**src/rtl/alu_sequencer.sv**
```systemverilog
// alu_sequencer: valid/ready request/response wrapper around the combinational 16-bit ALU.
// Registers the opcode and operands onto the ALU, holds them for SETTLE_CYCLES, then captures the result.
// The opcode is passed through unchanged; its encoding is owned by the ALU's definitions package.
module alu_sequencer #(
    parameter int unsigned SETTLE_CYCLES = 1
) (
    input  logic        CLK,
    input  logic        RESET_N,
    input  logic        REQ_VALID,
    output logic        REQ_READY,
    input  logic [1:0]  REQ_OP,
    input  logic [15:0] REQ_A,
    input  logic [15:0] REQ_B,
    input  logic        REQ_CHAIN,
    output logic [1:0]  OP,
    output logic [15:0] INPUTA,
    output logic [15:0] INPUTB,
    input  logic [15:0] OUT,
    input  logic        ZERO,
    input  logic        EQUAL,
    output logic        RSP_VALID,
    input  logic        RSP_READY,
    output logic [15:0] RSP_DATA,
    output logic        RSP_ZERO,
    output logic        RSP_EQUAL
);

    localparam int unsigned DATA_W = 16;
    localparam int unsigned OP_W   = 2;
    localparam int unsigned CNT_W  = 4;
    localparam logic [CNT_W-1:0] LAST_CNT = CNT_W'(SETTLE_CYCLES - 1);

    // Settle window must fit the 4-bit counter and be at least one cycle.
    if (SETTLE_CYCLES == 0 || SETTLE_CYCLES > 15) begin : g_bad_settle
        $error("alu_sequencer: SETTLE_CYCLES=%0d is outside 1..15", SETTLE_CYCLES);
    end

    typedef enum logic [1:0] {
        S_IDLE = 2'd0,
        S_EXEC = 2'd1,
        S_RESP = 2'd2
    } state_e;

    state_e             state_q,     state_d;
    logic [CNT_W-1:0]   cnt_q,       cnt_d;
    logic [OP_W-1:0]    op_q,        op_d;
    logic [DATA_W-1:0]  a_q,         a_d;
    logic [DATA_W-1:0]  b_q,         b_d;
    logic               rsp_valid_q, rsp_valid_d;
    logic [DATA_W-1:0]  rsp_data_q,  rsp_data_d;
    logic               rsp_zero_q,  rsp_zero_d;
    logic               rsp_equal_q, rsp_equal_d;
    logic [DATA_W-1:0]  last_q,      last_d;

    // Next-state, operand load and result capture.
    always_comb begin
        state_d     = state_q;
        cnt_d       = cnt_q;
        op_d        = op_q;
        a_d         = a_q;
        b_d         = b_q;
        rsp_valid_d = rsp_valid_q;
        rsp_data_d  = rsp_data_q;
        rsp_zero_d  = rsp_zero_q;
        rsp_equal_d = rsp_equal_q;
        last_d      = last_q;

        case (state_q)
            S_IDLE: begin
                if (REQ_VALID) begin
                    op_d    = REQ_OP;
                    a_d     = REQ_CHAIN ? last_q : REQ_A;
                    b_d     = REQ_B;
                    cnt_d   = '0;
                    state_d = S_EXEC;
                end
            end
            S_EXEC: begin
                if (cnt_q == LAST_CNT) begin
                    rsp_data_d  = OUT;
                    rsp_zero_d  = ZERO;
                    rsp_equal_d = EQUAL;
                    last_d      = OUT;
                    rsp_valid_d = 1'b1;
                    state_d     = S_RESP;
                end else begin
                    cnt_d = cnt_q + CNT_W'(1);
                end
            end
            S_RESP: begin
                if (RSP_READY) begin
                    rsp_valid_d = 1'b0;
                    state_d     = S_IDLE;
                end
            end
            default: begin
                state_d = S_IDLE;
            end
        endcase
    end

    // State and datapath registers; reset discards any in-flight operation.
    always_ff @(posedge CLK or negedge RESET_N) begin
        if (!RESET_N) begin
            state_q     <= S_IDLE;
            cnt_q       <= '0;
            op_q        <= '0;
            a_q         <= '0;
            b_q         <= '0;
            rsp_valid_q <= 1'b0;
            rsp_data_q  <= '0;
            rsp_zero_q  <= 1'b0;
            rsp_equal_q <= 1'b0;
            last_q      <= '0;
        end else begin
            state_q     <= state_d;
            cnt_q       <= cnt_d;
            op_q        <= op_d;
            a_q         <= a_d;
            b_q         <= b_d;
            rsp_valid_q <= rsp_valid_d;
            rsp_data_q  <= rsp_data_d;
            rsp_zero_q  <= rsp_zero_d;
            rsp_equal_q <= rsp_equal_d;
            last_q      <= last_d;
        end
    end

    // Requests are only taken while idle; everything else is straight from flops.
    assign REQ_READY = (state_q == S_IDLE);
    assign OP        = op_q;
    assign INPUTA    = a_q;
    assign INPUTB    = b_q;
    assign RSP_VALID = rsp_valid_q;
    assign RSP_DATA  = rsp_data_q;
    assign RSP_ZERO  = rsp_zero_q;
    assign RSP_EQUAL = rsp_equal_q;

endmodule

```
**config.mk**
```make
export PLATFORM = sky130hd
export DESIGN_NAME = alu_sequencer
export DESIGN_NICKNAME = d
export VERILOG_FILES = /design/src/rtl/alu_sequencer.sv
export SDC_FILE = /design/constraint.sdc
export NUM_CORES = 1
export LEC_CHECK = 0
export CAP_MARGIN = 20
export CELL_PAD_IN_SITES_DETAIL_PLACEMENT = 0
export CELL_PAD_IN_SITES_GLOBAL_PLACEMENT = 1
export CORE_ASPECT_RATIO = 1.5
export CORE_UTILIZATION = 34
export DETAILED_ROUTE_END_ITERATION = 7
export PLACE_DENSITY = 0.9
export REMOVE_ABC_BUFFERS = 1
export SLEW_MARGIN = 10
export SYNTH_ARGS = -nofsm -noshare
export SYNTH_HDL_FRONTEND = slang
export SYNTH_SLANG_ARGS = --single-unit
```
**constraint.sdc**
```tcl
create_clock -name CLK -period 3.4 [get_ports CLK]
set_clock_uncertainty 0.2 [all_clocks]
set_input_delay 0.68 -clock CLK [delete_from_list [all_inputs] [get_ports CLK]]
set_output_delay 0.68 -clock CLK [all_outputs]
set_load 0.02 [all_outputs]
```
==> flow_summary.toml <==
[outcome]
outcome = "completed"

[cells_and_area]
n_fill_cell = 590
layout_commonest_cell = "clkdlybuf4s50_1"
mostFrequentLayoutCells = "109 x clkdlybuf4s50_1, 59 x dfrtp_1, 21 x mux2_1"
areaGrowthSynthToFinish_pct = 55.1
design_area_mm2 = 0.00387
fin_nets = 360
n_antenna_cell = 0
post_route_cells_drive_above_1_share = 0.121

[place]
io_buffers = 110
placed_cell_area_mm2 = 0.00369
gp_congestion = 0.784
dp_hpwl_mm = 3.97

[global_route]
antenna_found_initial = 0
grt_overflow = 0
grt_pass1_vias = 1888
grt_max_degree = 29
grt_use_total = 0.151
grt_pass1_wl_mm = 8.81

[worst_setup_path]
required_ns = 3.40
crit_slowest_cell = "or3b_2"
start_kind = "input port"
critPathKind = "in -> reg"
rr_worst_depth = 5
timing.critical_path.buf_inv = 2
worst_path_most_repeated_cell = "o21ai_1"
path_max_fanout = 28
cp-end-kind = "flop"
cpPeakStageDelay_ns = 0.79
worst_ep_arrival_time_ns = 2.52
crit_chain = "clkdlybuf4s50_1 -> or3b_2 -> buf_4 -> o21ai_1 -> o21ai_1"
path_depth = 5
critPathTopFamily = "buffers and inverters"

[route]
totalWireLength_mm = 5.42
drt_iter0_markers = 39
ant_nets = 0
route.detailed.drc = 0
num_vias = 1844
vias_per_cell = 4.59
avgRoutedWirePerCell_um = 13.5
drtPass1Iterations = 4

[cts]
cts_made_buffers = 9
worst_skew_pair.late_latency_ns = 0.32
post_cts_buffers = 0
cts-root-buf = "clkbuf_8"
clkTransAtPathRegs_ns = 0.06
hold_buffers = 0
cts_tree = "yes"
h-tree-depth = 3
cts_resized = 0
cts_sinks = 59
cts_buffer_depth = 2

[timing]
report.final.slew_viol_count = 0
setup_violations = 0
fmax_mhz = 398
grt_setup_unrepaired = "no"
hold_viol_final = 0
max_slew_margin = 0.407
setup_tns_ns = 0
tightest_slew_ns = 0.887
finalCritPeriodShare = 0.740
period_needed_ns = 2.52

[yosys]
yosysSeqAreaShare = 0.592
synth_cells = 185
yosysWarnings = 0
syn_area_per_cell_um2 = 13.5
syn_area_mm2 = 0.00249
synth.distinct_cells = 24
ys_ff_latch = 59

[power_and_ir_drop]
ir_worst_vdd_uv = 523
power_leakage_nw = 1.71
p_per_area_mw_per_mm2 = 926

[die]
rows = 37
core_mm2 = 0.00699
ios = 111
start_util = 0.357
die_width_um = 71.9
dieArea_mm2 = 0.00769
dieHeight_um = 107

[flow_run]
maxCapViolations = 0

[worst_hold_path]
hold_path.class = "in -> async"
==> cells by family (layout without fill, tap and decap cells) <==
| family | Yosys count | count (layout) | synth area share |
|---|---|---|---|
| DFF | 59 | 59 | 0.592 |
| muxes | 52 | 52 | 0.249 |
| and+or+nand+nor | 35 | 35 | 0.0717 |
| AOI/OAI and AO/OA | 23 | 23 | 0.0476 |
| buffers and inverters | 14 | 134 | 0.0296 |
| adders and majority gates | 2 | 2 | 0.0100 |
==> per-stage QoR <==
stage / utilization / std cells / total power [W] / hold WS (ns) / setup slack, ns
floorplan: - / 175 / 0.00217 / 0.184 / 0.793
global placement: 0.528 / 387 / 0.00302 / 0.266 / 0.594
detailed placement: 0.528 / 387 / 0.00305 / 0.275 / 0.534
CTS: 0.554 / 402 / 0.00364 / 0.0365 / 0.878
global route: 0.554 / 402 / 0.00380 / 0.0475 / 0.789
finish: 0.554 / 402 / 0.00358 / 0.0398 / 0.885
==> cells in the mapped netlist <==
cell type | n | share of area
nand3_1 | 6 | 0.012
mux2i_1 | 16 | 0.064
nor2_1 | 1 | 0.0015
buf_6 | 2 | 0.0090
o311ai_1 | 1 | 0.0035
buf_2 | 5 | 0.010
nand2b_1 | 2 | 0.0050
nand4_1 | 1 | 0.0025
inv_1 | 4 | 0.0060
o21ai_0 | 2 | 0.0040
nand4b_1 | 1 | 0.0035
or3b_1 | 2 | 0.0070
nor3b_2 | 1 | 0.0050
o21ai_1 | 19 | 0.038
dfrtp_1 | 59 | 0.59
mux2_4 | 15 | 0.090
a21oi_1 | 1 | 0.0020
or4_1 | 1 | 0.0030
nor2b_1 | 1 | 0.0025
nand2_1 | 18 | 0.027
ha_1 | 2 | 0.010
clkbuf_1 | 3 | 0.0045
mux2_1 | 21 | 0.095
and2_1 | 1 | 0.0025
==> worst paths after layout <==
check                           from          to  slack [ns]
min reg2reg                INPUTA[9]   INPUTA[9]        0.28
min in group CLK           INPUTA[9]   INPUTA[9]        0.28
max in group asynchronous    RESET_N   INPUTB[0]        2.36
max reg2reg                 cnt_q[0]  last_q[10]        1.03
max                        REQ_VALID    cnt_q[0]        0.88
min                          RESET_N       OP[0]        0.04
==> cell type report <==
class,instances,area (um^2),area share
flip-flops and latches,59,1480,0.382
repair buffers,115,1130,0.293
multi-input cells,112,945,0.244
clock buffers,13,169,0.0436
well taps,97,121,0.0314
inverters,4,15.0,0.00388
clock inverters,2,10.0,0.00259
==> routing by layer <==
| metal | up-vias | global-route usage | routed length, um |
|---|---|---|---|
| met5 | - | 0 | 0 |
| met4 | 0 | 0.0798 | 106 |
| met3 | 10 | 0.0376 | 308 |
| met1 | 879 | 0.167 | 2150 |
| met2 | 77 | 0.261 | 2860 |
| li1 | 878 | - | - |
==> flip-flops by register name (all words and copies together), names as in the netlist <==
| register | cells |
|---|---|
| INPUTA | 16 |
| INPUTB | 16 |
| last_q | 16 |
| cnt_q | 4 |
| OP | 2 |
| state_q | 2 |
| RSP_EQUAL | 1 |
| RSP_VALID | 1 |
| RSP_ZERO | 1 |
==> power by group <==
| group | switching (W) | internal [W] |
|---|---|---|
| combinational | 0.000831 | 0.000941 |
| sequential | 0.000209 | 0.00104 |
| clock | 0.000248 | 0.000318 |
| total | 0.00129 | 0.00230 |
No activity file was read; power rests on OpenSTA's default activity.
